===== src/rtl/acc_posit_normalize.sv =====
// Reassembles the five quire segments into one fixed-point word and rounds it to a WIDTH-bit posit.
// Build option: define ACC_NORM_STICKY_EN for round-to-nearest-even; otherwise round half away from zero.
module acc_posit_normalize #(
    parameter int WIDTH    = 8,
    parameter int K        = 9,
    parameter int EXP      = 2,
    parameter int ACC      = (2**EXP)*(WIDTH-2),
    parameter int ACC_HEAD = $clog2(K)+2,
    parameter int FRAC     = 2*ACC,
    parameter int TW       = ACC_HEAD+4*ACC
) (
    input  logic                clk_i,
    input  logic                rstn,
    input  logic                acc_rdy,
    input  logic [ACC_HEAD-1:0] acc_000_c,
    input  logic [ACC-1:0]      acc_001_c,
    input  logic [ACC-1:0]      acc_010_c,
    input  logic [ACC-1:0]      acc_011_c,
    input  logic [ACC-1:0]      acc_100_c,
    output logic                out_vld,
    input  logic                out_rdy,
    output logic [WIDTH-1:0]    posit_o,
    output logic                busy,
    output logic                drop
);

    localparam int MW  = $clog2(TW+1);
    localparam int SW  = MW + 2;
    localparam int RW  = WIDTH;
    localparam int RLW = $clog2(RW+1);
    localparam int LW  = RW + EXP + TW;
    localparam logic signed [SW-1:0] KMAX   = SW'(WIDTH-2);
    localparam logic [WIDTH-2:0]     MAXPOS = '1;
    localparam logic [WIDTH-2:0]     MINPOS = (WIDTH-1)'(1);

    typedef enum logic [2:0] {IDLE, ABS, LZD, PACK, HOLD} state_t;
    state_t state_q, state_d;

    logic                 acc_rdy_q;
    logic                 start;
    logic signed [TW-1:0] f_p0;
    logic                 sgn_p1;
    logic [TW:0]          mag_p1;
    logic [MW-1:0]        msb_p2;
    logic                 zero_p2;

    logic signed [TW:0]   f_ext;
    logic [TW:0]          mag_d;
    logic [MW-1:0]        msb_d;

    logic signed [SW-1:0] scale;
    logic signed [SW-1:0] k_reg;
    logic [SW-1:0]        k_neg;
    logic [EXP-1:0]       e_bits;
    logic [TW:0]          aligned;
    logic [RW-1:0]        rpat;
    logic [RLW-1:0]       rlen;
    logic [LW-1:0]        bits_str;
    logic [WIDTH-2:0]     body;
    logic [WIDTH-2:0]     body_rnd;
    logic                 rbit;
    logic [WIDTH-1:0]     posit_d;
    logic                 unused_bits;

    // Adds the round bit; a carry out of the body saturates, a zero result is lifted to minpos.
    function automatic logic [WIDTH-2:0] round_body(input logic [WIDTH-2:0] b, input logic r);
        logic [WIDTH-1:0] sum;
        sum = {1'b0, b} + {{(WIDTH-1){1'b0}}, r};
        if (sum[WIDTH-1]) return MAXPOS;
        if (sum == '0)    return MINPOS;
        return sum[WIDTH-2:0];
    endfunction

    function automatic logic [WIDTH-1:0] apply_sign(input logic s, input logic [WIDTH-2:0] b);
        return s ? -{1'b0, b} : {1'b0, b};
    endfunction

    assign start = acc_rdy & ~acc_rdy_q;
    assign busy  = (state_q != IDLE);
    assign drop  = rstn & start & busy;

    always_comb begin
        state_d = state_q;
        case (state_q)
            IDLE:    if (start) state_d = ABS;
            ABS:     state_d = LZD;
            LZD:     state_d = PACK;
            PACK:    state_d = HOLD;
            HOLD:    if (out_rdy) state_d = IDLE;
            default: state_d = IDLE;
        endcase
    end

    always_ff @(posedge clk_i) begin
        if (!rstn) begin
            state_q   <= IDLE;
            acc_rdy_q <= 1'b0;
            out_vld   <= 1'b0;
            posit_o   <= '0;
        end else begin
            state_q   <= state_d;
            acc_rdy_q <= acc_rdy;
            if (state_q == PACK) begin
                out_vld <= 1'b1;
                posit_o <= posit_d;
            end else if (state_q == HOLD && out_rdy) begin
                out_vld <= 1'b0;
            end
        end
    end

    always_comb begin
        f_ext = {f_p0[TW-1], f_p0};
        mag_d = f_ext[TW] ? $unsigned(-f_ext) : $unsigned(f_ext);
    end

    always_comb begin
        msb_d = '0;
        for (int i = 0; i <= TW; i++)
            if (mag_p1[i]) msb_d = MW'(i);
    end

    always_ff @(posedge clk_i) begin
        // p0: capture the reassembled accumulator word
        if (state_q == IDLE && start)
            f_p0 <= {acc_000_c, acc_001_c, acc_010_c, acc_011_c, acc_100_c};
        // p1: sign and magnitude
        if (state_q == ABS) begin
            sgn_p1 <= f_p0[TW-1];
            mag_p1 <= mag_d;
        end
        // p2: leading-one position
        if (state_q == LZD) begin
            msb_p2  <= msb_d;
            zero_p2 <= ~|mag_p1;
        end
    end

    // The body string is regime, exponent, then fraction, built left-aligned in bits_str.
    always_comb begin
        scale   = SW'(msb_p2) - SW'(FRAC);
        k_reg   = scale >>> EXP;
        k_neg   = -k_reg;
        e_bits  = scale[EXP-1:0];
        aligned = mag_p1 << (MW'(TW) - msb_p2);
        if (!k_reg[SW-1]) begin
            rpat = ~({RW{1'b1}} >> (RLW'(k_reg) + RLW'(1)));
            rlen = RLW'(k_reg) + RLW'(2);
        end else begin
            rpat = {1'b1, {(RW-1){1'b0}}} >> RLW'(k_neg);
            rlen = RLW'(k_neg) + RLW'(1);
        end
        bits_str = {rpat, {(EXP+TW){1'b0}}}
                 | ({{RW{1'b0}}, e_bits, aligned[TW-1:0]} << (RLW'(RW) - rlen));
        body = bits_str[LW-1 -: WIDTH-1];
`ifdef ACC_NORM_STICKY_EN
        rbit = bits_str[LW-WIDTH] & (bits_str[LW-WIDTH+1] | (|bits_str[LW-WIDTH-1:0]));
`else
        rbit = bits_str[LW-WIDTH];
`endif
        body_rnd = '0;
        posit_d  = '0;
        if (!zero_p2) begin
            if (k_reg >= KMAX)       body_rnd = MAXPOS;
            else if (k_reg < -KMAX)  body_rnd = MINPOS;
            else                     body_rnd = round_body(body, rbit);
            posit_d = apply_sign(sgn_p1, body_rnd);
        end
    end

`ifdef ACC_NORM_STICKY_EN
    assign unused_bits = aligned[TW];
`else
    assign unused_bits = ^{aligned[TW], bits_str[LW-WIDTH-1:0]};
`endif

endmodule


===== config.mk =====
export PLATFORM = sky130hd
export DESIGN_NAME = acc_posit_normalize
export DESIGN_NICKNAME = d
export VERILOG_FILES = /design/src/rtl/acc_posit_normalize.sv
export SDC_FILE = /design/constraint.sdc
export NUM_CORES = 1
export LEC_CHECK = 0
export BUFFER_PORTS_ARGS = -buffer_cell sky130_fd_sc_hd__buf_2
export CORE_AREA = 2 2 219 221
export CTS_CLUSTER_SIZE = 24
export DETAILED_ROUTE_END_ITERATION = 8
export DIE_AREA = 0 0 221 223
export GPL_ROUTABILITY_DRIVEN = 0
export HOLD_SLACK_MARGIN = 0.02
export PLACE_DENSITY = 0.66
export SETUP_SLACK_MARGIN = 0.2
export SLEW_MARGIN = 20
export SYNTH_ARGS = -nofsm -noshare
export SYNTH_HDL_FRONTEND = slang
export SYNTH_SLANG_ARGS = --single-unit

===== constraint.sdc =====
create_clock -name clk_i -period 12.05 [get_ports clk_i]
set_clock_uncertainty 0.05 [all_clocks]
set_input_delay 3.0125 -clock clk_i [delete_from_list [all_inputs] [get_ports clk_i]]
set_output_delay 3.0125 -clock clk_i [all_outputs]
set_load 0.05 [all_outputs]

Word level (Yosys, flattened, before mapping):

Index checks and enable logic that the tools add are counted.

* $mul: 0
* bitwise gates (word level): 6
* add/sub/neg operators: 10
* mux-type cells: 127
* $lt $le $gt $ge: 2
* divide/modulo/power cells: 0
* eq/ne operators: 6
* shift operators: 4
* reduce and logical (&&, ||, !) cells: 12

Operator list (number)
* $mux 7: 69
* $mux 6: 32
* $or 112x112->112: 1
* $shl 104x4->112: 1
* $neg 102->103: 1
* $reduce_or 103->1: 1
* $shl 103x7->102: 1
* $mux 101: 1
* $reduce_or 39->1: 1
* $mux 8: 3
* $mux 3: 6
* $shr 8x4->8 const A: 2
* $pmux 3 s5: 1
* $mux 1: 12
* $add 7x1->8: 1
* $logic_not 8->1: 1
* $neg 7->8: 1
* $not 8->8: 1
* $sub 7x6->8 const B: 1
* $reduce_or 7->1: 1
* $sub 7x7->7 const A: 1
* $eq 3x2->1 const B: 2
* $ge 6x4->1 const B: 1
* $lt 6x4->1 const B: 1
* 19 further kinds: 24

* memories kept: 0
* ROM bits: 0
* latch bits: 0
* memory bits (writable): 0
* output and inout port bits: 11
* register bits after elaboration: 227

Depth between registers and ports, before layout:

Gate-level depths: netlist of run 1.

* depth after elaboration: 101
* mapped depth: 33

Worst setup path after synthesis of run 1:

OpenSTA, ideal clock, no wires.

* path kind: register to register
* from: register state_q[0]
* to: register mag_p1[0] (enable)
* setup time: 0.718 ns
* path buffers: 0
* setup slack: 3.236 ns
* data arrival time: 8.045 ns
* data required time: 11.282 ns
* clock period less this slack: 8.814 ns
* cell stages (with the launch flop): 2
* cell sequence: dfxtp_1 -> nor3b_1

* longest elaborated chain between the ends: 1

RTL lines
* start, declared: RTL line 37 `state_t state_q, state_d;`
* start signal, assigned: RTL line 101 `state_q <= state_d;`
* $eq 3x1->1: RTL line 128 `if (state_q == ABS) begin`
* end signal, assigned: RTL line 130 `mag_p1 <= mag_d;`
* end, declared: RTL line 43 `logic [TW:0] mag_p1;`

Every way passes these cells.
A chain may end at the register's enable or synchronous reset.

Final worst setup path of run 1:

* from: register msb_p2[0]
* to: register posit_o[4]

* longest elaborated chain between the ends: 22
* elaborated cells on any way between the ends: 37
* those cells by class: 9 x add/sub; 2 x order compare; 4 x shift; 19 x mux; 2 x bitwise; 1 x reduce/logical

RTL lines
* start, declared: RTL line 44 `logic [MW-1:0] msb_p2;`
* start signal, assigned: RTL line 134 `msb_p2 <= msb_d;`
* $sub 7x6->8: RTL line 141 `scale = SW'(msb_p2) - SW'(FRAC);`
* $neg 4->4: RTL line 143 `k_neg = -k_reg;`
* $add 4x1->4: RTL line 151 `rlen = RLW'(k_neg) + RLW'(1);`
* $mux 4: RTL line 146 `if (!k_reg[SW-1]) begin`
* $sub 4x4->4: RTL line 154 `| ({{RW{1'b0}}, e_bits, aligned[TW-1:0]} << (RLW'(RW) - rlen));`
* $shl 104x4->112: RTL line 154
* $or 112x112->112: RTL line 154
* $add 7x1->8: RTL line 68 `sum = {1'b0, b} + {{(WIDTH-1){1'b0}}, r};`
* [6 not listed]
* $mux 7: RTL line 71 `return sum[WIDTH-2:0];`
* $mux 7: RTL line 70 `if (sum == '0) return MINPOS;`
* $mux 7: RTL line 165 `else if (k_reg < -KMAX) body_rnd = MINPOS;`
* $mux 7 (*): RTL line 164 `if (k_reg >= KMAX) body_rnd = MAXPOS;`
* $mux 7 (*): RTL line 163 `if (!zero_p2) begin`
* $neg 7->8: RTL line 75 `return s ? -{1'b0, b} : {1'b0, b};`
* $mux 8 (*): RTL line 75
* $mux 8 (*): RTL line 163
* end signal, assigned: RTL line 105 `posit_o <= posit_d;`
* end, declared: RTL line 22 `output logic [WIDTH-1:0] posit_o,`

Mark *: on every way between the ends. The rest lies on a longest branch, timed or not. The select of a mux whose other input is x is not followed.

==> impl_results.md, run 1 <==
- Outcome: completed
- Min-Delay Endpoint: mag_p1[0]
- Yosys top cell by area: edfxtp_1
- Post-Syn Instances: around 1900
- Die Ht: 223 um
- Congestion Overflow GR: 0
- Final-report hold violation count: 0
- Slowest CP cell: ha_4
- Syn_nets: around 2000
- Maximum vdd drop: between 0.0001 and 0.00015 V
- Nature of the critical path endpoint: flop
- Hold_ws: between 400 and 500 ps
- Worst reg2reg path depth: 29
- Worst-Skew Late Latency: approximately 550 ps
- H-tree levels: 1
- Via-to-Cell Ratio: roughly 6.3
- Synthesized area: ~18000 um2
- Largest net degree at the start of global routing: 84
- Final period util: 0.670
- Area occupied by multi-input gates: 11200 um2
- # IOs: ~120
- Area grow syn2layout: 9.78%
- Buf/Inv on CP: 3
- Final Slew Violations: 0
- Via count: 16000
- Port-buffer cells: roughly 120
- RSZ-0062 raised after global routing: no
- Synth top area share: 0.348
- CTS tree: done
- Synth unique cells: 85
- GRT Resource Usage Total: 0.205
- First-pass DRT Iterations: 5
- Highest clock rate: around 120 MHz
- Leading cell types by count after synthesis: edfxtp_1, nor2_1, nand2_1, mux2i_1, xnor2_1
- CTS resizes: 0
- Register area: 6690 um2
- Max Cap Violations: 0
- Power Density: about 120 nW/um2
- Syn avg cell area: 9.92 um2
- HPWL after detailed placement: about 38 mm
- Antenna cells: 0
- # clock sinks: between 200 and 250
- Initial DRC Count: 1653
- Worst relative slew slack: 0.252
- Lkg Pwr: 6.96 nW
- DIE WIDTH: 221 um
- Crit Reg-Reg Startpoint: msb_p2[0]
- Layout cells sized above 1: 0.187
- Row count: 80
- Crit-path max cell delay: a little over 800 ps
- Inserted Clock Buffers: 25
- Placed Instances: 2501
- Final Util: 0.431
- Area post-placement: 19600 um2
- Worst r2r dst: posit_o[4]
- Post-synth EDFFs: approximately 210
- WL per Instance: roughly 20 um
- Final setup fails: 0
- Final non-filler cell total: between 2000 and 3000
- First-pass GRT wire length: 83.2 mm
- Hold Crit Start: f_p0[0]
- Flops & latches, synth: 227
- Post-DRT Antenna Nets: 0
- Minimum clock period after layout: a little over 8000 ps
- Clk buf depth: 3
- Cells on Worst Hold Path: 0
- Crit path from: msb_p2[0]
- Post-synthesis sequential area ratio: 0.362
- CP required: ~12000 ps
- Design Area, Final: 20300 um2
- Measured slew at the worst slew-check pin: about 1100 ps
- Cell family with most CP delay: compound AO/OA/AOI/OAI gates
- Ys async rst share: 0
- Starting Density: 0.392
- Vias in the first global route: 15100
- DRC: 0
- Filler cell count: 4400
- Setup TNS Final: 0 ps
- Root buffer cell: clkbuf_16
- Die area: a little under 50000 um2
- Post-CTS Setup Bufs: 0
- Worst min path class: flop to flop
- Core box area: 47100 um2
- Syn. warnings: 0
- Max FO, Critical Path: a little under 80
- Final #Nets: 2041
- Initial antenna violation count: 0
- Top FF cell, synth: edfxtp_1
- CTS Hold Buffers Added: 0
- R2R setup slack: roughly 4000 ps
- Final WL: 51.8 mm
- CP most frequent cell: nor2_1
- Clock transition at path regs: 70 ps
- CP arrival: between 8000 and 9000 ps
- CP startpoint kind: flop
- Worst setup path class: flop to flop
- Most common cell in the synthesized netlist: edfxtp_1
- Dominant cells by area after synthesis: edfxtp_1, mux4_2, mux2i_1
[per-layer routing]
metal / global-route usage / vias up / share of wire
met5: 0 / - / 0
met4: 0.0773 / 0 / 0.036
met3: 0.0333 / 131 / 0.084
met2: 0.324 / 792 / 0.46
met1: 0.281 / 7663 / 0.42
li1: - / 7414 / -
[flip-flops by register name, summed over array words and instances (netlist names)]
signal / count
acc_rdy_q: 1
f_p0: 102
mag_p1: 103
msb_p2: 7
out_vld: 1
posit_o: 8
sgn_p1: 1
state_q: 3
zero_p2: 1
[where the power goes]
group | internal [W] | total (W) | switching, W
clock network | 0.000398 | 0.000694 | 0.000296
registers | 0.000943 | 0.00102 | 0.0000740
logic | 0.000284 | 0.000685 | 0.000401
[cells in the final DEF, fill, tap and decap left out, types with 33 or more instances in the layout]
cell	n
edfxtp_1	214
nor2_1	150
nand2_1	145
buf_2	116
mux2i_1	110
xnor2_1	104
o21ai_0	91
mux2_2	90
nor3_1	73
a21oi_1	71
mux4_2	60
nand3_1	51
inv_1	44
nor4_1	38
o211ai_1	37
o31ai_1	33
[worst reg2reg max path, delay by kind of cell, from the launching register on]
family                   cells  cell delay [ps]
AND/OR/NAND/NOR             10             1770
XOR/XNOR                     1              180
multiplexers                 2              570
flip-flops                   1              330
buffers and inverters        3             1630
adder cells (fa/ha/maj)      3             1240
AO/OA/AOI/OAI               10             2180
[worst max path at each step]
stage | cells after the start | slack (ps) | to
floorplan | 1 | 3240 | mag_p1[0]
global placement | 27 | 4370 | posit_o[4]
detailed placement | 27 | 4170 | posit_o[4]
CTS | 27 | 4140 | posit_o[4]
global route | 27 | 3310 | posit_o[4]
finish | 29 | 3970 | posit_o[4]
[through the flow]
stage          setup WS (ps)  power (W)
2_1_floorplan           3240    0.00152
3_3_place_gp            4370    0.00169
3_5_place_dp            4170    0.00170
4_1_cts                 4140    0.00240
5_1_grt                 3310    0.00251
6_report                3970    0.00240
[area by class of cell]
type | instances | share of cell area
inverters | 45 | 0.00832
clock inverters | 10 | 0.00401
clock buffers | 30 | 0.0317
repair buffers | 136 | 0.0360
multi-input cells | 1478 | 0.553
flip-flops and latches | 227 | 0.329
well taps | 615 | 0.0379
[kinds of logic (layout without fill, tap and decap cells)]
| family | Yosys count | count (layout) | synth area share |
|---|---|---|---|
| AOI/OAI and AO/OA | 465 | 465 | 0.175 |
| xor gates and xnor gates | 120 | 120 | 0.0581 |
| adders and majority gates | 22 | 22 | 0.0149 |
| buffers and inverters | 160 | 221 | 0.0373 |
| DFF | 227 | 227 | 0.362 |
| muxes | 260 | 260 | 0.187 |
| other | 1 | 1 | 0.000203 |
| and+or+nand+nor | 610 | 610 | 0.165 |
Note: power is estimated with default switching activity, not from simulation.
==> inputs of run 2 (changes only) <==
--- a/config.mk
+++ b/config.mk
@@ -5,14 +5,15 @@
 export SDC_FILE = /design/constraint.sdc
 export NUM_CORES = 1
 export LEC_CHECK = 0
+export ABC_AREA = 1
 export BUFFER_PORTS_ARGS = -buffer_cell sky130_fd_sc_hd__buf_2
-export CORE_AREA = 2 2 219 221
+export CORE_AREA = 2 2 210 212
 export CTS_CLUSTER_SIZE = 24
 export DETAILED_ROUTE_END_ITERATION = 8
-export DIE_AREA = 0 0 221 223
+export DIE_AREA = 0 0 212 214
 export GPL_ROUTABILITY_DRIVEN = 0
 export HOLD_SLACK_MARGIN = 0.02
-export PLACE_DENSITY = 0.66
+export PLACE_DENSITY = 0.68
 export SETUP_SLACK_MARGIN = 0.2
 export SLEW_MARGIN = 20
 export SYNTH_ARGS = -nofsm -noshare
==> constraint.sdc (replaced) <==
create_clock -name clk_i -period 6.9 [get_ports clk_i]
set_clock_uncertainty 0.05 [all_clocks]
set_input_delay 1.725 -clock clk_i [delete_from_list [all_inputs] [get_ports clk_i]]
set_output_delay 1.725 -clock clk_i [all_outputs]
set_load 0.05 [all_outputs]
==> impl_results.md, run 2 <==
- Outcome: completed
- Minimum clock period after layout: 6020 ps (-2060 ps)
- Inserted Clock Buffers: 25 (unchanged)
- Largest register by flop count: mag_p1
- Lkg Pwr: 7.67 nW (+10%)
- HPWL after detailed placement: 33.6 mm (-12%)
- Final-report hold violation count: 0 (unchanged)
- Overall power: 0.00465 W (+94%)
- # clock sinks: 227 (unchanged)
- Final #Nets: 2473 (+21%)
- Syn. warnings: 0 (unchanged)
- Crit-path max cell delay: 640 ps (-190 ps)
- Synthesized area: 17000 um2 (-8.0%)
- CP required: 7250 ps (-5180 ps)
- Ys async rst share: 0 (unchanged)
- Syn_nets: 2409 (+21%)
- First-pass DRT Iterations: 6 (+1)
- Largest register FFs: 103 (unchanged)
- RSZ-0062 raised after global routing: no
- GRT Resource Usage Total: 0.190 (-0.0144)
- Final Slew Violations: 0 (unchanged)
- Port-buffer cells: 116 (unchanged)
- Flops & latches, synth: 227 (unchanged)
- Synth top area share: 0.378 (+0.0304)
- Nature of the critical path endpoint: flop
- WL per Instance: 14.7 um (-28%)
- Commonest non-fill, non-tap cell in the layout: nand2_1
- Yosys top cell by area: edfxtp_1
- Area grow syn2layout: 11.6%
- CP most frequent cell: ha_1
- Antenna cells: 0 (unchanged)
- Worst min path class: flop to flop
- Slowest CP cell: edfxtp_1
- Largest net degree at the start of global routing: 203 (+140%)
- Measured slew at the worst slew-check pin: 866 ps (-247 ps)
- Row count: 76 (-5.0%)
- Placed Instances: 2903 (+16%)
- Maximum vdd drop: 0.000195 V (+61%)
- Via-to-Cell Ratio: 5.24 (-17%)
- DIE WIDTH: 212 um (-4.1%)
- Setup TNS Final: 0 ps (unchanged)
- Congestion Overflow GR: 0 (unchanged)
- Final WL: 43.4 mm (-16%)
- CP startpoint kind: flop
- Worst relative slew slack: 0.423 (+0.170)
- CTS tree: done
- H-tree levels: 1 (unchanged)
- Core box area: 42900 um2 (-9.0%)
- Area post-placement: 18200 um2 (-7.0%)
- CTS Hold Buffers Added: 0 (unchanged)
- Top FF cell, synth: edfxtp_1
- Post-synthesis sequential area ratio: 0.393 (+0.0316)
- DRC: 0 (unchanged)
- Clock transition at path regs: 60 ps (about the same)
- Post-Syn Instances: 2281 (+22%)
- Power Density: 245 nW/um2 (+110%)
- Clk buf depth: 3 (unchanged)
- Leading cell types by count after synthesis: nand2_1, o21ai_0, inv_1, edfxtp_1, nor2_1
- Root buffer cell: clkbuf_16
- Final period util: 0.873 (+0.202)
- CP arrival: 6370 ps (-2090 ps)
- Max FO, Critical Path: 20 (-74%)
- Post-DRT Antenna Nets: 0 (unchanged)
- Highest clock rate: 166 MHz (+34%)
- Dominant cells by area after synthesis: edfxtp_1, nand2_1, o21ai_0
- Final non-filler cell total: 2947 (+16%)
- Worst-Skew Late Latency: 530 ps (-20 ps)
- Post-synth EDFFs: 214 (unchanged)
- Die Ht: 214 um (-4.0%)
- Most frequent cells in the layout: nand2_1, o21ai_0, inv_1
- # IOs: 117 (unchanged)
- Worst setup path class: flop to flop
- Via count: 15400 (-3.5%)
- Filler cell count: 4278 (-2.8%)
- Die area: 45400 um2 (-7.9%)
- Initial antenna violation count: 0 (unchanged)
- Layout cells sized above 1: 0.0914 (-0.0960)
- Most common cell in the synthesized netlist: nand2_1
- Synth unique cells: 47 (-45%)
- Design Area, Final: 19000 um2 (-6.5%)
- Starting Density: 0.397 (+0.00429)
- Max Cap Violations: 0 (unchanged)
- Vias in the first global route: 14700 (-2.5%)
- Initial DRC Count: 1323 (-20%)
- Largest regs: mag_p1: 103 flops, f_p0: 102 flops, posit_o: 8 flops
- First-pass GRT wire length: 72.1 mm (-13%)
- Final setup fails: 0 (unchanged)
- Syn avg cell area: 7.46 um2 (-25%)
[run 2: cell count changes after synthesis, moves of 58 or more]
cell     change
nor2_1      +60
mux2_2      -90
xnor2_1     -58
inv_1      +193
mux4_2      -60
nand2_1    +437
xor2_1      +59
o21ai_0    +193
[run 2: path summary, 6_finish.rpt]
| path | slack [ps] | start | to | cells past startpoint |
|---|---|---|---|---|
| min reg2reg | 420 | posit_o[2] | posit_o[2] | 2 |
| max | 880 | msb_p2[3] | posit_o[4] | 28 |
| min | 420 | posit_o[2] | posit_o[2] | 2 |
| max reg2reg | 880 | msb_p2[3] | posit_o[4] | 28 |
[run 2: timing repair]
action,in CTS,in global routing
gates resized for setup,0,4
endpoints found under the setup margin,0,6
setup buffers,0,0
[run 2: final cells by class]
class                   instances  area [um2]  area share
well taps                     585         732      0.0386
flip-flops and latches        227        6690       0.352
clock buffers                  26         629      0.0332
repair buffers                137         776      0.0409
multi-input cells            1694        8860       0.467
inverters                     260        1160      0.0611
clock inverters                18         130     0.00686
[run 2: kinds of logic (layout without fill, tap and decap cells)]
kind of cell,Yosys count,after routing,share of synthesized area
simple gates,988,988,0.238
fa+ha+maj,22,22,0.0162
flops,227,227,0.393
buf+inv,360,441,0.0901
other cells,1,1,0.000221
mux,64,64,0.0377
xor+xnor,118,118,0.0608
compound gates,501,501,0.164
[run 2: critical path, delay by kind of cell (launching register included)]
| family | cells | cell delay (ps) |
|---|---|---|
| compound gates | 10 | 1760 |
| xor+xnor | 2 | 400 |
| buf+inv | 5 | 880 |
| flops | 1 | 640 |
| simple gates | 7 | 1200 |
| fa+ha+maj | 4 | 920 |
[run 2: where the power goes]
part	internal, W	switching [W]	total [W]
sequential	0.00171	0.000135	0.00185
combinational	0.000538	0.00103	0.00156
clock	0.000700	0.000541	0.00124
total	0.00295	0.00170	0.00465
[run 2: per-stage QoR]
step           hold slack (ps)  worst slack, ps   util
2_1_floorplan              374             1830      -
3_3_place_gp               409              970  0.424
3_5_place_dp               410              652  0.424
4_1_cts                    419              636  0.442
5_1_grt                    436              191  0.442
6_report                   416              878  0.442
[run 2: layer usage]
layer	track usage	wire length [um]	vias up
li1	-	-	7835
met1	0.255	19400	7006
met2	0.317	20400	504
met3	0.0223	2350	92
met4	0.0662	1280	0
met5	0	0	-
==> inputs of run 3 (changes only) <==
--- a/config.mk
+++ b/config.mk
@@ -14,6 +14,7 @@
 export GPL_ROUTABILITY_DRIVEN = 0
 export HOLD_SLACK_MARGIN = 0.02
 export PLACE_DENSITY = 0.68
+export RECOVER_POWER = 50
 export SETUP_SLACK_MARGIN = 0.2
 export SLEW_MARGIN = 20
 export SYNTH_ARGS = -nofsm -noshare
==> constraint.sdc (replaced) <==
create_clock -name clk_i -period 6.9 [get_ports clk_i]
set_clock_uncertainty 0.05 [all_clocks]
set_input_delay 0.69 -clock clk_i [delete_from_list [all_inputs] [get_ports clk_i]]
set_output_delay 0.69 -clock clk_i [all_outputs]
set_load 0.05 [all_outputs]
==> impl_results.md, run 3 (same netlist as run 2, synthesis figures left out) <==
- Slowest CP cell: edfxtp_1
- CP startpoint kind: flop
- H-tree levels: 1 (unchanged)
- WL per Instance: 14.7 um (-0.14%)
- Largest register FFs: 103 (unchanged)
- Layout cells sized above 1: 0.0850 (-0.00646)
- Most frequent cells in the layout: nand2_1, o21ai_0, inv_1
- Largest regs: mag_p1: 103 flops, f_p0: 102 flops, posit_o: 8 flops
- Lkg Pwr: 7.67 nW (about the same)
- Root buffer cell: clkbuf_16
- Maximum vdd drop: 0.000183 V (-6.2%)
- Core box area: 42900 um2 (unchanged)
- # clock sinks: 227 (unchanged)
- Largest register by flop count: mag_p1
- RSZ-0062 raised after global routing: no
- Row count: 76 (unchanged)
- Failing checks: capacitance limit, slew limit
- Max FO, Critical Path: 34 (+70%)
- Final period util: 0.867 (-0.00546)
- HPWL after detailed placement: 33.8 mm (+0.69%)
- Final-report hold violation count: 0 (unchanged)
- Via count: 15600 (+0.98%)
- Largest net degree at the start of global routing: 131 (-35%)
- Max Cap Violations: 4 (+4)
- Die Ht: 214 um (unchanged)
- Commonest non-fill, non-tap cell in the layout: nand2_1
- Worst min path class: input port to flop
- Final #Nets: 2477 (+0.16%)
- Final Slew Violations: 191 (+191)
- Clk buf depth: 3 (unchanged)
- GRT Resource Usage Total: 0.190 (about the same)
- Via-to-Cell Ratio: 5.28 (+0.88%)
- Nature of the critical path endpoint: flop
- Vias in the first global route: 14800 (+0.44%)
- Crit-path max cell delay: 640 ps (about the same)
- Minimum clock period after layout: 5980 ps (-37.7 ps)
- Congestion Overflow GR: 0 (unchanged)
- Worst setup path class: flop to flop
- Final non-filler cell total: 2950 (+0.10%)
- Port-buffer cells: 116 (unchanged)
- CP required: 7260 ps (about the same)
- Die area: 45400 um2 (unchanged)
- Placed Instances: 2907 (+0.14%)
- Antenna cells: 0 (unchanged)
- First-pass DRT Iterations: 6 (unchanged)
- Post-CTS Setup Bufs: 0 (unchanged)
- First-pass GRT wire length: 72.3 mm (+0.39%)
- Outcome: complete, but fails checks
- Initial antenna violation count: 0 (unchanged)
- Clock transition at path regs: 60 ps (about the same)
- Highest clock rate: 167 MHz (+0.63%)
- Worst-Skew Late Latency: 540 ps (about the same)
- Initial DRC Count: 1334 (+0.83%)
- Filler cell count: 4160 (-2.8%)
- DIE WIDTH: 212 um (unchanged)
- Placement Setup Slack: 733 ps (+81.7 ps)
- Setup TNS Final: 0 ps (unchanged)
- Design Area, Final: 19000 um2 (+0.29%)
- Post-DRT Antenna Nets: 0 (unchanged)
- Power Density: 252 nW/um2 (+2.8%)
- # IOs: 117 (unchanged)
- Inserted Clock Buffers: 25 (unchanged)
- CP arrival: 6350 ps (-20 ps)
- Final setup fails: 0 (unchanged)
- Area grow syn2layout: 11.9%
- Starting Density: 0.397 (unchanged)
- DRC: 0 (unchanged)
- Worst setup margin: 915 ps (+37.7 ps)
- Area post-placement: 18200 um2 (about the same)
- Measured slew at the worst slew-check pin: 3820 ps (+2960 ps)
- Final WL: 43.4 mm (about the same)
- Worst relative slew slack: -1.55 (-1.97)
- CTS tree: done
- Overall power: 0.00480 W (+3.1%)
## run 3: changes by cell type in the layout (fill, tap and decap cells not counted), sizes merged
| cell | delta |
|---|---|
| buf | -13 |
| bufinv | +4 |
| clkinvlp | -5 |
| inv | +1 |
| clkinv | -3 |
| clkbuf | +19 |
## run 3: layout make-up
type,instances,area [um2],share of cell area
Clock buffer,28,637,0.0335
Inverter,260,1160,0.0610
Sequential cell,227,6690,0.351
Tap cell,585,732,0.0385
Multi-Input combinational cell,1694,8850,0.465
Clock inverter,15,211,0.0111
Timing Repair Buffer,141,749,0.0394
## run 3: worst paths after layout
| path | from | end | cells past startpoint | slack (ps) |
|---|---|---|---|---|
| worst max-delay path | msb_p2[3] | posit_o[4] | 31 | 920 |
| worst min-delay path | acc_010_c[5] | f_p0[53] | 1 | 270 |
| worst max register to register | msb_p2[3] | posit_o[4] | 31 | 920 |
| worst min register to register | posit_o[5] | posit_o[5] | 2 | 420 |
## run 3: per-stage QoR
stage,hold WS (ps),utilization
2_1_floorplan,374,-
3_3_place_gp,407,0.425
3_5_place_dp,414,0.425
4_1_cts,245,0.444
5_1_grt,250,0.444
6_report,272,0.444
## run 3: per-layer routing
layer	track usage	up-vias	wire, um
met5	0	-	0
li1	-	7836	-
met3	0.0243	103	2640
met4	0.0655	0	1260
met1	0.253	7084	19000
met2	0.318	566	20500
## run 3: what timing repair did
item                                    in CTS  in global routing
endpoints found under the setup margin       0                  6
hold buffers                                 0                  0
resized for setup                            0                  2
## run 3: report_power, final
group / internal (W) / switching, W
logic: 0.000536 / 0.00102
clock network: 0.000850 / 0.000529
registers: 0.00172 / 0.000136
total: 0.00311 / 0.00169
## run 3: worst max-delay path: cells and delay by family (launching register included)
| kind | cells | cell delay (ps) |
|---|---|---|
| compound gates | 11 | 1920 |
| buf+inv | 6 | 1130 |
| simple gates | 9 | 1010 |
| fa+ha+maj | 4 | 900 |
| flops | 1 | 640 |
| xor+xnor | 1 | 190 |
